File: src/rtl/ecpri_tx_if.sv
// ecpri_tx_if: request, RAM-port and status bundle between ecpri_tx and its RAMs/controller.
//   master (ecpri_tx side): in  send_write_resp, send_read_resp, resp_payload_len, data_0, data_1
//                           out addr_0, oe_0, addr_1, oe_1, addr_2, data_2, we_2, tx_busy, tx_done, tx_len
//   slave: mirror of master.
interface ecpri_tx_if #(
    parameter int DATA_WIDTH = 8,
    parameter int ADDR_WIDTH = 16
);
    logic                  send_write_resp;
    logic                  send_read_resp;
    logic [7:0]            resp_payload_len;
    logic [ADDR_WIDTH-1:0] addr_0;
    logic [DATA_WIDTH-1:0] data_0;
    logic                  oe_0;
    logic [ADDR_WIDTH-1:0] addr_1;
    logic [DATA_WIDTH-1:0] data_1;
    logic                  oe_1;
    logic [ADDR_WIDTH-1:0] addr_2;
    logic [DATA_WIDTH-1:0] data_2;
    logic                  we_2;
    logic                  tx_busy;
    logic                  tx_done;
    logic [ADDR_WIDTH-1:0] tx_len;
    modport master (
        input  send_write_resp, send_read_resp, resp_payload_len, data_0, data_1,
        output addr_0, oe_0, addr_1, oe_1, addr_2, data_2, we_2, tx_busy, tx_done, tx_len
    );
    modport slave (
        output send_write_resp, send_read_resp, resp_payload_len, data_0, data_1,
        input  addr_0, oe_0, addr_1, oe_1, addr_2, data_2, we_2, tx_busy, tx_done, tx_len
    );
endinterface

File: src/rtl/ecpri_tx.sv
// ecpri_tx: builds an eCPRI Remote Memory Access response frame byte by byte into the tx Ethernet RAM.
//   clk, reset (async, active-high) plain ports; bus (ecpri_tx_if.master) carries:
//   send_read_resp/send_write_resp/resp_payload_len request, header RAM read (addr_0/oe_0/data_0),
//   payload RAM read (addr_1/oe_1/data_1), tx RAM write (addr_2/data_2/we_2), tx_busy/tx_done/tx_len status.
//   Optional macro ECPRI_TX_PAD_EN: zero-pads frames shorter than 60 bytes up to 60.
module ecpri_tx #(
    parameter int                    DATA_WIDTH   = 8,
    parameter int                    ADDR_WIDTH   = 16,
    parameter logic [ADDR_WIDTH-1:0] PAYLOAD_BASE = '0,
    parameter logic [ADDR_WIDTH-1:0] TX_BASE      = '0,
    parameter logic [15:0]           ETHERTYPE    = 16'hAEFE
) (
    input logic       clk,
    input logic       reset,
    ecpri_tx_if.master bus
);
    typedef enum logic [2:0] {
        IDLE, ETH_HDR, ECPRI_HDR, RMA_HDR, PAYLOAD,
`ifdef ECPRI_TX_PAD_EN
        PAD,
`endif
        DONE
    } state_t;

    typedef enum logic [1:0] {SRC_C, SRC_H, SRC_P} src_t;

    function automatic logic [ADDR_WIDTH-1:0] a(input int v);
        return ADDR_WIDTH'(v);
    endfunction

    state_t                state, nxt, after_data;
    logic [ADDR_WIDTH-1:0] cnt, lraw, lraw_in, tx_len_in, tx_len_r, hdr_a, wr_idx;
    logic [7:0]            n;
    logic                  rd, req, fetching, wr_vld, tx_done_r;
    src_t                  src, wr_src;
    logic [DATA_WIDTH-1:0] cbyte, wr_const;
    logic [15:0]           p;

    assign req       = bus.send_read_resp | bus.send_write_resp;
    assign lraw_in   = bus.send_read_resp ? a(30) + ADDR_WIDTH'(bus.resp_payload_len) : a(30);
`ifdef ECPRI_TX_PAD_EN
    assign tx_len_in = lraw_in < a(60) ? a(60) : lraw_in;
`else
    assign tx_len_in = lraw_in;
`endif
    assign p = rd ? 16'd12 + {8'h00, n} : 16'd12;

    always_ff @(posedge clk or posedge reset) begin
        if (reset)
            state <= IDLE;
        else
            state <= nxt;
    end

    always_comb begin
`ifdef ECPRI_TX_PAD_EN
        after_data = lraw < a(60) ? PAD : DONE;
`else
        after_data = DONE;
`endif
        nxt = state;
        case (state)
            IDLE:      nxt = req ? ETH_HDR : IDLE;
            ETH_HDR:   nxt = cnt == a(13) ? ECPRI_HDR : ETH_HDR;
            ECPRI_HDR: nxt = cnt == a(17) ? RMA_HDR : ECPRI_HDR;
            RMA_HDR:   nxt = cnt != a(29) ? RMA_HDR : (rd && n != 8'd0) ? PAYLOAD : after_data;
            PAYLOAD:   nxt = cnt == lraw - a(1) ? after_data : PAYLOAD;
`ifdef ECPRI_TX_PAD_EN
            PAD:       nxt = cnt == a(59) ? DONE : PAD;
`endif
            DONE:      nxt = IDLE;
            default:   nxt = IDLE;
        endcase
    end

    // Fetch stage: cnt is the frame offset whose source byte is requested this cycle;
    // the matching write happens one cycle later from the registered write stage.
    always_comb begin
        src   = SRC_C;
        hdr_a = cnt;
        cbyte = '0;
        if (state == PAYLOAD)
            src = SRC_P;
        else if (cnt < a(6)) begin
            src   = SRC_H;
            hdr_a = cnt + a(6);
        end else if (cnt < a(12)) begin
            src   = SRC_H;
            hdr_a = cnt - a(6);
        end else if (cnt == a(12))
            cbyte = ETHERTYPE[15:8];
        else if (cnt == a(13))
            cbyte = ETHERTYPE[7:0];
        else if (cnt == a(14))
            cbyte = 8'h10;
        else if (cnt == a(15))
            cbyte = 8'h04;
        else if (cnt == a(16))
            cbyte = p[15:8];
        else if (cnt == a(17))
            cbyte = p[7:0];
        else if (cnt == a(19))
            cbyte = rd ? 8'h01 : 8'h11;
        else if (cnt == a(18) || (cnt >= a(20) && cnt <= a(27)) || (!rd && cnt <= a(29)))
            src = SRC_H;
        else if (cnt == a(29))
            cbyte = n;
    end

    always_comb begin
        fetching    = state != IDLE && state != DONE;
        bus.tx_busy = state != IDLE;
        bus.oe_0    = fetching && src == SRC_H;
        bus.oe_1    = fetching && src == SRC_P;
        bus.addr_0  = bus.oe_0 ? hdr_a : '0;
        bus.addr_1  = bus.oe_1 ? PAYLOAD_BASE + cnt - a(30) : '0;
        bus.we_2    = wr_vld;
        bus.addr_2  = wr_vld ? TX_BASE + wr_idx : '0;
        bus.data_2  = !wr_vld ? '0 : wr_src == SRC_H ? bus.data_0 : wr_src == SRC_P ? bus.data_1 : wr_const;
        bus.tx_done = tx_done_r;
        bus.tx_len  = tx_len_r;
    end

    always_ff @(posedge clk or posedge reset) begin
        if (reset) begin
            cnt       <= '0;
            rd        <= 1'b0;
            n         <= '0;
            lraw      <= '0;
            tx_len_r  <= '0;
            tx_done_r <= 1'b0;
            wr_vld    <= 1'b0;
            wr_idx    <= '0;
            wr_src    <= SRC_C;
            wr_const  <= '0;
        end else begin
            cnt       <= state == IDLE ? '0 : cnt + a(1);
            tx_done_r <= state == DONE;
            wr_vld    <= fetching;
            wr_idx    <= cnt;
            wr_src    <= src;
            wr_const  <= cbyte;
            if (state == IDLE && req) begin
                rd       <= bus.send_read_resp;
                n        <= bus.resp_payload_len;
                lraw     <= lraw_in;
                tx_len_r <= tx_len_in;
            end
        end
    end
endmodule

File: src/flat_wrapper.sv
// flat-port wrapper written by rule: the top's interface ports become plain ports
module ecpri_tx_flat 
#(
    parameter int                    DATA_WIDTH   = 8,
    parameter int                    ADDR_WIDTH   = 16,
    parameter logic [ADDR_WIDTH-1:0] PAYLOAD_BASE = '0,
    parameter logic [ADDR_WIDTH-1:0] TX_BASE      = '0,
    parameter logic [15:0]           ETHERTYPE    = 16'hAEFE
)
  (clk, reset, bus_send_write_resp, bus_send_read_resp, bus_resp_payload_len, bus_data_0, bus_data_1, bus_addr_0, bus_oe_0, bus_addr_1, bus_oe_1, bus_addr_2, bus_data_2, bus_we_2, bus_tx_busy, bus_tx_done, bus_tx_len);
  ecpri_tx_if #(.DATA_WIDTH(DATA_WIDTH), .ADDR_WIDTH(ADDR_WIDTH)) bus_i ();
  input logic clk;
  input logic reset;
  input wire logic [$bits(bus_i.send_write_resp)-1:0] bus_send_write_resp;
  input wire logic [$bits(bus_i.send_read_resp)-1:0] bus_send_read_resp;
  input wire logic [$bits(bus_i.resp_payload_len)-1:0] bus_resp_payload_len;
  input wire logic [$bits(bus_i.data_0)-1:0] bus_data_0;
  input wire logic [$bits(bus_i.data_1)-1:0] bus_data_1;
  output wire logic [$bits(bus_i.addr_0)-1:0] bus_addr_0;
  output wire logic [$bits(bus_i.oe_0)-1:0] bus_oe_0;
  output wire logic [$bits(bus_i.addr_1)-1:0] bus_addr_1;
  output wire logic [$bits(bus_i.oe_1)-1:0] bus_oe_1;
  output wire logic [$bits(bus_i.addr_2)-1:0] bus_addr_2;
  output wire logic [$bits(bus_i.data_2)-1:0] bus_data_2;
  output wire logic [$bits(bus_i.we_2)-1:0] bus_we_2;
  output wire logic [$bits(bus_i.tx_busy)-1:0] bus_tx_busy;
  output wire logic [$bits(bus_i.tx_done)-1:0] bus_tx_done;
  output wire logic [$bits(bus_i.tx_len)-1:0] bus_tx_len;
  assign bus_i.send_write_resp = bus_send_write_resp;
  assign bus_i.send_read_resp = bus_send_read_resp;
  assign bus_i.resp_payload_len = bus_resp_payload_len;
  assign bus_i.data_0 = bus_data_0;
  assign bus_i.data_1 = bus_data_1;
  assign bus_addr_0 = bus_i.addr_0;
  assign bus_oe_0 = bus_i.oe_0;
  assign bus_addr_1 = bus_i.addr_1;
  assign bus_oe_1 = bus_i.oe_1;
  assign bus_addr_2 = bus_i.addr_2;
  assign bus_data_2 = bus_i.data_2;
  assign bus_we_2 = bus_i.we_2;
  assign bus_tx_busy = bus_i.tx_busy;
  assign bus_tx_done = bus_i.tx_done;
  assign bus_tx_len = bus_i.tx_len;
  ecpri_tx #(.DATA_WIDTH(DATA_WIDTH), .ADDR_WIDTH(ADDR_WIDTH), .PAYLOAD_BASE(PAYLOAD_BASE), .TX_BASE(TX_BASE), .ETHERTYPE(ETHERTYPE)) u_core (.clk(clk), .reset(reset), .bus(bus_i));
endmodule
File: config.mk
export PLATFORM = sky130hd
export DESIGN_NAME = ecpri_tx_flat
export DESIGN_NICKNAME = d
export VERILOG_FILES = /design/src/rtl/ecpri_tx_if.sv /design/src/rtl/ecpri_tx.sv /design/src/flat_wrapper.sv
export SDC_FILE = /design/constraint.sdc
export NUM_CORES = 1
export LEC_CHECK = 0
export ABC_AREA = 1
export BUFFER_PORTS_ARGS = -buffer_cell sky130_fd_sc_hd__buf_2
export CORE_ASPECT_RATIO = 1.75
export CORE_UTILIZATION = 55
export CTS_BUF_LIST = sky130_fd_sc_hd__clkbuf_16
export DETAILED_ROUTE_END_ITERATION = 12
export GPL_ROUTABILITY_DRIVEN = 0
export HOLD_SLACK_MARGIN = 0.1
export PLACE_DENSITY = 0.84
export SLEW_MARGIN = 20
export SYNTH_ARGS = -nofsm -noshare
export SYNTH_HDL_FRONTEND = slang
export SYNTH_SLANG_ARGS = --single-unit
File: constraint.sdc
create_clock -name clk -period 2.3 [get_ports clk]
set_input_delay 0.115 -clock clk [delete_from_list [all_inputs] [get_ports clk]]
set_output_delay 0.115 -clock clk [all_outputs]
set_load 0.1 [all_outputs]
## Yosys cells after proc, flatten, opt, wreduce, memory -nomap -nowiden

Index checks and enable logic that the tools add are counted.

- Bitwise logic cells: 1
- Muxes and demuxes: 43
- Reductions and logical operators: 13
- Order comparisons: 5
- Equality and inequality tests: 21
- Add/subtract/negate cells: 7

Operator list:

| cell | count |
|---|---|
| two-way mux 16 bit | 9 |
| two-way mux 8 bit | 15 |
| == test 16 x 5 -> 1 bit, second input constant | 5 |
| == test 16 x 4 -> 1 bit, second input constant | 4 |
| less-or-equal comparator 16 x 5 -> 1 bit, second input constant | 2 |
| two-way mux 2 bit | 11 |
| adder 16 x 1 -> 16 bit, second input constant | 1 |
| adder 16 x 3 -> 16 bit, second input constant | 1 |
| == test 16 bit | 1 |
| greater-or-equal comparator 16 x 5 -> 1 bit, second input constant | 1 |
| < comparator 16 x 3 -> 1 bit, second input constant | 1 |
| < comparator 16 x 4 -> 1 bit, second input constant | 1 |
| inequality test 16 x 5 -> 1 bit, second input constant | 1 |
| subtractor 16 x 1 -> 16 bit, second input constant | 1 |
| subtractor 16 x 3 -> 16 bit, second input constant | 1 |
| subtractor 16 x 5 -> 16 bit, second input constant | 1 |
| one-hot mux 3 bit (5 select lines) | 1 |
| adder 4 x 8 -> 9 bit, first input constant | 1 |
| adder 5 x 8 -> 9 bit, first input constant | 1 |
| nonzero test 8 bit | 1 |
| logical AND 1 bit | 7 |
| == test 3 x 2 -> 1 bit, second input constant | 2 |
| == test 3 bit, second input constant | 2 |
| two-way mux 1 bit | 5 |
| other kinds (11) | 14 |

- Flip-flop bits (word level): 72
- Input port bits: 28

## Depth between registers and ports, before layout

- Depth after elaboration: 18
- Mapped depth: 15
- Depth with buffers taken out: 15

## Worst setup path before layout

OpenSTA, ideal clock, no wires.

- Path kind: flip-flop to output port
- Start point: register u_core.cnt[5]
- End point: output bus_addr_1[14]
- Setup slack: -1.242 ns
- Data required time: 2.185 ns
- Cell stages (with the launch flop): 9
- Arrival: 3.427 ns
- Path buffers: 1
- Path through: dfrtp_1 > buf_4 > nor2_2 > nand2_2 > nor2_1 > inv_1 > nor2_1 > a31oi_1 > nor3b_1

- Cells in the longest elaborated chain, start to end: 18

RTL lines:

| what | RTL line | RTL |
|---|---|---|
| start, declared | ecpri_tx.sv:32 | `logic [ADDR_WIDTH-1:0] cnt, lraw, lraw_in, tx_len_in, tx_len_r, hdr_a, wr_idx;` |
| start signal, assigned | ecpri_tx.sv:137 | `cnt <= state == IDLE ? '0 : cnt + a(1);` |
| greater-or-equal comparator 16 x 5 -> 1 bit or less-or-equal comparator 16 x 5 -> 1 bit (tied branches) | ecpri_tx.sv:104 | `else if (cnt == a(18) \|\| (cnt >= a(20) && cnt <= a(27)) \|\| (!rd && cnt <= a(29)))` |
| logical AND 1 bit | ecpri_tx.sv:104 |  |
| logical OR 1 bit (2 in a row) | ecpri_tx.sv:104 |  |
| two-way mux 1 bit | ecpri_tx.sv:104 |  |
| two-way mux 2 bit | ecpri_tx.sv:102 | `else if (cnt == a(19))` |
| two-way mux 2 bit | ecpri_tx.sv:100 | `else if (cnt == a(17))` |
| two-way mux 2 bit | ecpri_tx.sv:98 | `else if (cnt == a(16))` |
| two-way mux 2 bit | ecpri_tx.sv:96 | `else if (cnt == a(15))` |
| two-way mux 2 bit | ecpri_tx.sv:94 | `else if (cnt == a(14))` |
| two-way mux 2 bit | ecpri_tx.sv:92 | `else if (cnt == a(13))` |
| two-way mux 2 bit | ecpri_tx.sv:90 | `end else if (cnt == a(12))` |
| two-way mux 2 bit | ecpri_tx.sv:87 | `end else if (cnt < a(12)) begin` |
| two-way mux 2 bit | ecpri_tx.sv:84 | `else if (cnt < a(6)) begin` |
| two-way mux 2 bit | ecpri_tx.sv:82 | `if (state == PAYLOAD)` |
| == test 2 bit | ecpri_tx.sv:114 | `bus.oe_1 = fetching && src == SRC_P;` |
| logical AND 1 bit | ecpri_tx.sv:114 |  |
| two-way mux 16 bit (*) | ecpri_tx.sv:116 | `bus.addr_1 = bus.oe_1 ? PAYLOAD_BASE + cnt - a(30) : '0;` |
| end, declared | flat_wrapper.sv:21 | `output wire logic [$bits(bus_i.addr_1)-1:0] bus_addr_1;` |

Every way passes the cells marked *; elsewhere a longest branch is shown, timed or not.

## Final worst setup path

- Start point: register u_core.cnt[5]
- End point: output bus_addr_0[2]

- Cells in the longest elaborated chain, start to end: 18

RTL lines:

| what | RTL line | RTL |
|---|---|---|
| greater-or-equal comparator 16 x 5 -> 1 bit or less-or-equal comparator 16 x 5 -> 1 bit (tied branches) | ecpri_tx.sv:104 |  |
| logical AND 1 bit | ecpri_tx.sv:104 |  |
| logical OR 1 bit (2 in a row) | ecpri_tx.sv:104 |  |
| two-way mux 1 bit | ecpri_tx.sv:104 |  |
| two-way mux 2 bit | ecpri_tx.sv:102 |  |
| two-way mux 2 bit | ecpri_tx.sv:100 |  |
| two-way mux 2 bit | ecpri_tx.sv:98 |  |
| two-way mux 2 bit | ecpri_tx.sv:96 |  |
| two-way mux 2 bit | ecpri_tx.sv:94 |  |
| two-way mux 2 bit | ecpri_tx.sv:92 |  |
| two-way mux 2 bit | ecpri_tx.sv:90 |  |
| two-way mux 2 bit | ecpri_tx.sv:87 |  |
| two-way mux 2 bit | ecpri_tx.sv:84 |  |
| two-way mux 2 bit | ecpri_tx.sv:82 |  |
| == test 2 x 1 -> 1 bit | ecpri_tx.sv:113 | `bus.oe_0 = fetching && src == SRC_H;` |
| logical AND 1 bit | ecpri_tx.sv:113 |  |
| two-way mux 16 bit (*) | ecpri_tx.sv:115 | `bus.addr_0 = bus.oe_0 ? hdr_a : '0;` |
| end, declared | flat_wrapper.sv:19 | `output wire logic [$bits(bus_i.addr_0)-1:0] bus_addr_0;` |

Marks and branches as above.

==> results.sh <==
export IMPL_final_setup_skew_ns=0.0131
export IMPL_slew_viol_final=0
export IMPL_grt_total_usage=0.422
export IMPL_routed_wirelength_um=19800
export IMPL_maxClockFrequency_mhz=376
export IMPL_vdd_drop_max_mv=0.552
export IMPL_critical_path_endpoint_type="primary output"
export IMPL_clk_latency_worst_skew_pair_ns=0.35
export IMPL_r2r_cells=11
export IMPL_drt_drc_violations_left=0
export IMPL_synth_seq_cells=65
export IMPL_grt_pass1_vias=5427
export IMPL_cts_path_max_buffers=2
export IMPL_timing_worst_slew_pin_value_ns=0.648
export IMPL_worstPathRequired_ns=2.18
export IMPL_post_synth_main_area_contributors="dfrtp_1 37%, inv_1 9.1%, nand2_1 9.1%, nor2_1 7.9%, nand3_1 5.3%"
export IMPL_nets=821
export IMPL_start_kind="register"
export IMPL_floorplan_rows=42
export IMPL_post_drt_via_cell_ratio=6.58
export IMPL_critPathMaxFanout=4
export IMPL_layout_common_cells="100 x nand2_1, 99 x inv_1, 64 x nor2_1, 59 x buf_2, 59 x dfrtp_1"
export IMPL_initial_core_util=0.576
export IMPL_grt_setup_unrepaired="true"
export IMPL_finalSetupViolations=20
export IMPL_hpwl_um=9290
export IMPL_timing_hold_violations_final=0
export IMPL_synthesis_yosys_warnings=0
export IMPL_yosysTopAreaCell="dfrtp_1"
export IMPL_port_bufs=92
export IMPL_postSynthAreaPerCell_um2=7.09
export IMPL_global_route_wire_length_before_repair_um=27400
export IMPL_detailedRoute_firstIterationViolations=912
export IMPL_width_of_the_die_um=69.8
export IMPL_placed_cells=816
export IMPL_globalRouteOverflowTotal=0
export IMPL_drt_first_pass_iters=8
export IMPL_top_level_ports=105
export IMPL_clk_pin_slew_ns=0.06
export IMPL_design_die_area_um2=8420
export IMPL_clock_power_share=0.478
export IMPL_num_antenna_cells=0
export IMPL_p_leak_uw=0.00333
export IMPL_net_switching_power_uw=749
export IMPL_die_h_um=121
export IMPL_sequential_share_of_the_synthesized_area=0.368
export IMPL_postSynthCellCount=624
export IMPL_worst_hold_path_num_cells=3
export IMPL_holdWs_ns=0.114
export IMPL_timing_setup_critical_path_class="reg -> out"
export IMPL_largest_net_degree_at_the_start_of_global_routing=66
export IMPL_syn_to_final_growth_pct=50.7
export IMPL_htree_num_levels=3
export IMPL_failed_checks="negative setup slack"
export IMPL_comb_power_share=0.106
export IMPL_layout_cells_sized_above_1=0.353
export IMPL_critPathArrivalTime_ns=2.54
export IMPL_routed_via_count=5756
export IMPL_post_route_period_util=1.16
export IMPL_final_min_clock_period_ns=2.66
export IMPL_cts_inserted_buffers=9
export IMPL_cellInternalPower_uw=2020
export IMPL_final_common_cell="nand2_1"
export IMPL_final_worst_slack_ns=-0.358
export IMPL_number_of_antenna_violations_at_the_first_check_in_global_routing=0
export IMPL_drv_max_cap_violation_count=0
export IMPL_clock_tree_from_tritoncts="yes"
export IMPL_slew_limit_headroom=0.566
export IMPL_final_cell_count_no_fill=875
export IMPL_outcome="finished, violations left"
export IMPL_netSwitchingFraction=0.270
export IMPL_seq_power_share=0.416
export IMPL_placeableCoreArea_um2=7670
export IMPL_synth_distinct_cells=43
export IMPL_ctsRootBufferMaster="clkbuf_16"
export IMPL_drt_antenna_net_count=0
export IMPL_cts_sinks=65
export IMPL_cell_area_synth_um2=4420
export IMPL_post_drt_wl_per_cell_um=22.7
export IMPL_power_per_cell_area_nw_per_um2=415
export IMPL_yosys_area_top_type_share=0.368
export IMPL_hold_path_class="in -> reg"
-- sequential cells by signal (all words and copies together) (netlist names) --
| register | cells |
|---|---|
| u_core.n | 8 |
| u_core.bus.tx_done | 1 |
| u_core.bus.we_2 | 1 |
| u_core.wr_const | 8 |
| u_core.state | 3 |
| u_core.rd | 1 |
| u_core.wr_idx | 16 |
| u_core.cnt | 16 |
| u_core.lraw | 9 |
| u_core.wr_src | 2 |
-- cell usage after synthesis (all sizes together) --
master / number
a21oi: 37
a221oi: 1
a22oi: 4
a2bb2oi: 1
a31oi: 2
a41oi: 2
and3: 1
buf: 20
clkbuf: 8
clkinv: 1
conb: 1
dfrtp: 65
ha: 11
inv: 110
nand2: 114
nand3: 50
nand4: 5
nor2: 103
nor3: 10
nor3b: 2
nor4: 2
o2111ai: 2
o211ai: 9
o21a: 2
o21ai: 38
o221ai: 1
o22ai: 4
or2: 1
xnor2: 6
xor2: 11
-- power by group through the flow --
stage               Combinational [uW]  Clock (uW)  Sequential (uW)
CTS                                285        1290             1150
global route                       306        1360             1150
finish                             293        1330             1150
detailed placement                 277           0             1170
global placement                   274           0             1170
floorplan                          212           0             1200
-- final timing paths --
kind	from	to	slack, ns
worst max-delay path	u_core.cnt[5]	bus_addr_0[2]	-0.36
worst min-delay path	bus_resp_payload_len[6]	u_core.lraw[8]	0.11
worst max register to register	u_core.cnt[1]	u_core.cnt[14]	-0.24
worst min register to register	u_core.n[7]	u_core.n[7]	0.58
max in group asynchronous	reset	u_core.cnt[0]	1.60
min in group asynchronous	reset	u_core.wr_idx[6]	0.38
-- metal layers --
| layer | track usage | wire length (um) |
|---|---|---|
| met1 | 0.438 | 6010 |
| met3 | 0.106 | 2460 |
| met2 | 0.703 | 9220 |
| met5 | 0 | 0 |
| met4 | 0.355 | 2140 |
-- worst max-delay path, stage by stage, from the launching register on --
cell and delay (ns):
dfrtp_2 0.48, nor2_4 0.17, nand2_4 0.09, nor2_4 0.20
nand3_4 0.15, nor2_4 0.16, inv_1 0.13, nor2_2 0.19
o21ai_0 0.15, o21ai_1 0.21, nor2_4 0.08, buf_12 0.17
-- kinds of logic (layout without fill, tap and decap cells) --
logic type                 count (synthesis)  after routing  share of synthesized area
AOI/OAI and AO/OA                        103            103                      0.136
DFF                                       65             65                      0.368
buffers and inverters                    139            290                      0.138
xor gates and xnor gates                  17             17                     0.0337
other                                      1             12                   0.000848
adders and majority gates                 11             11                     0.0311
and+or+nand+nor                          288            289                      0.293
-- per-stage QoR --
stage | setup TNS (ns) | utilization | total power, uW | worst slack (ns) | instance area [um2]
6_report | -3.42 | 0.869 | 2770 | -0.358 | 6670
5_1_grt | -4.59 | 0.869 | 2820 | -0.469 | 6670
4_1_cts | -0.173 | 0.841 | 2730 | -0.0348 | 6450
3_5_place_dp | 0 | 0.732 | 1450 | 0.0357 | 5620
3_3_place_gp | 0 | 0.732 | 1440 | 0.141 | 5620
2_1_floorplan | -2.34 | - | 1410 | -0.527 | 4590
-- timing repair --
item | in CTS | in global routing
pin swaps | 15 | 19
endpoints found under the setup margin | 17 | 32
hold buffers | 5 | 0
buffers inserted | 32 | 8
gates resized for setup | 63 | 45
gates cloned | 1 | 0
endpoints found under the hold margin | 69 | 0
-- cell type report --
cell class	count	area [um2]
multi-input combinational	432	2710
sequential	65	1630
timing repair buffer	163	1510
fill	347	1000
inverter	111	428
clock buffer	9	225
tap	88	110
clock inverter	7	53.8
No activity file was read; power rests on OpenSTA's default activity.
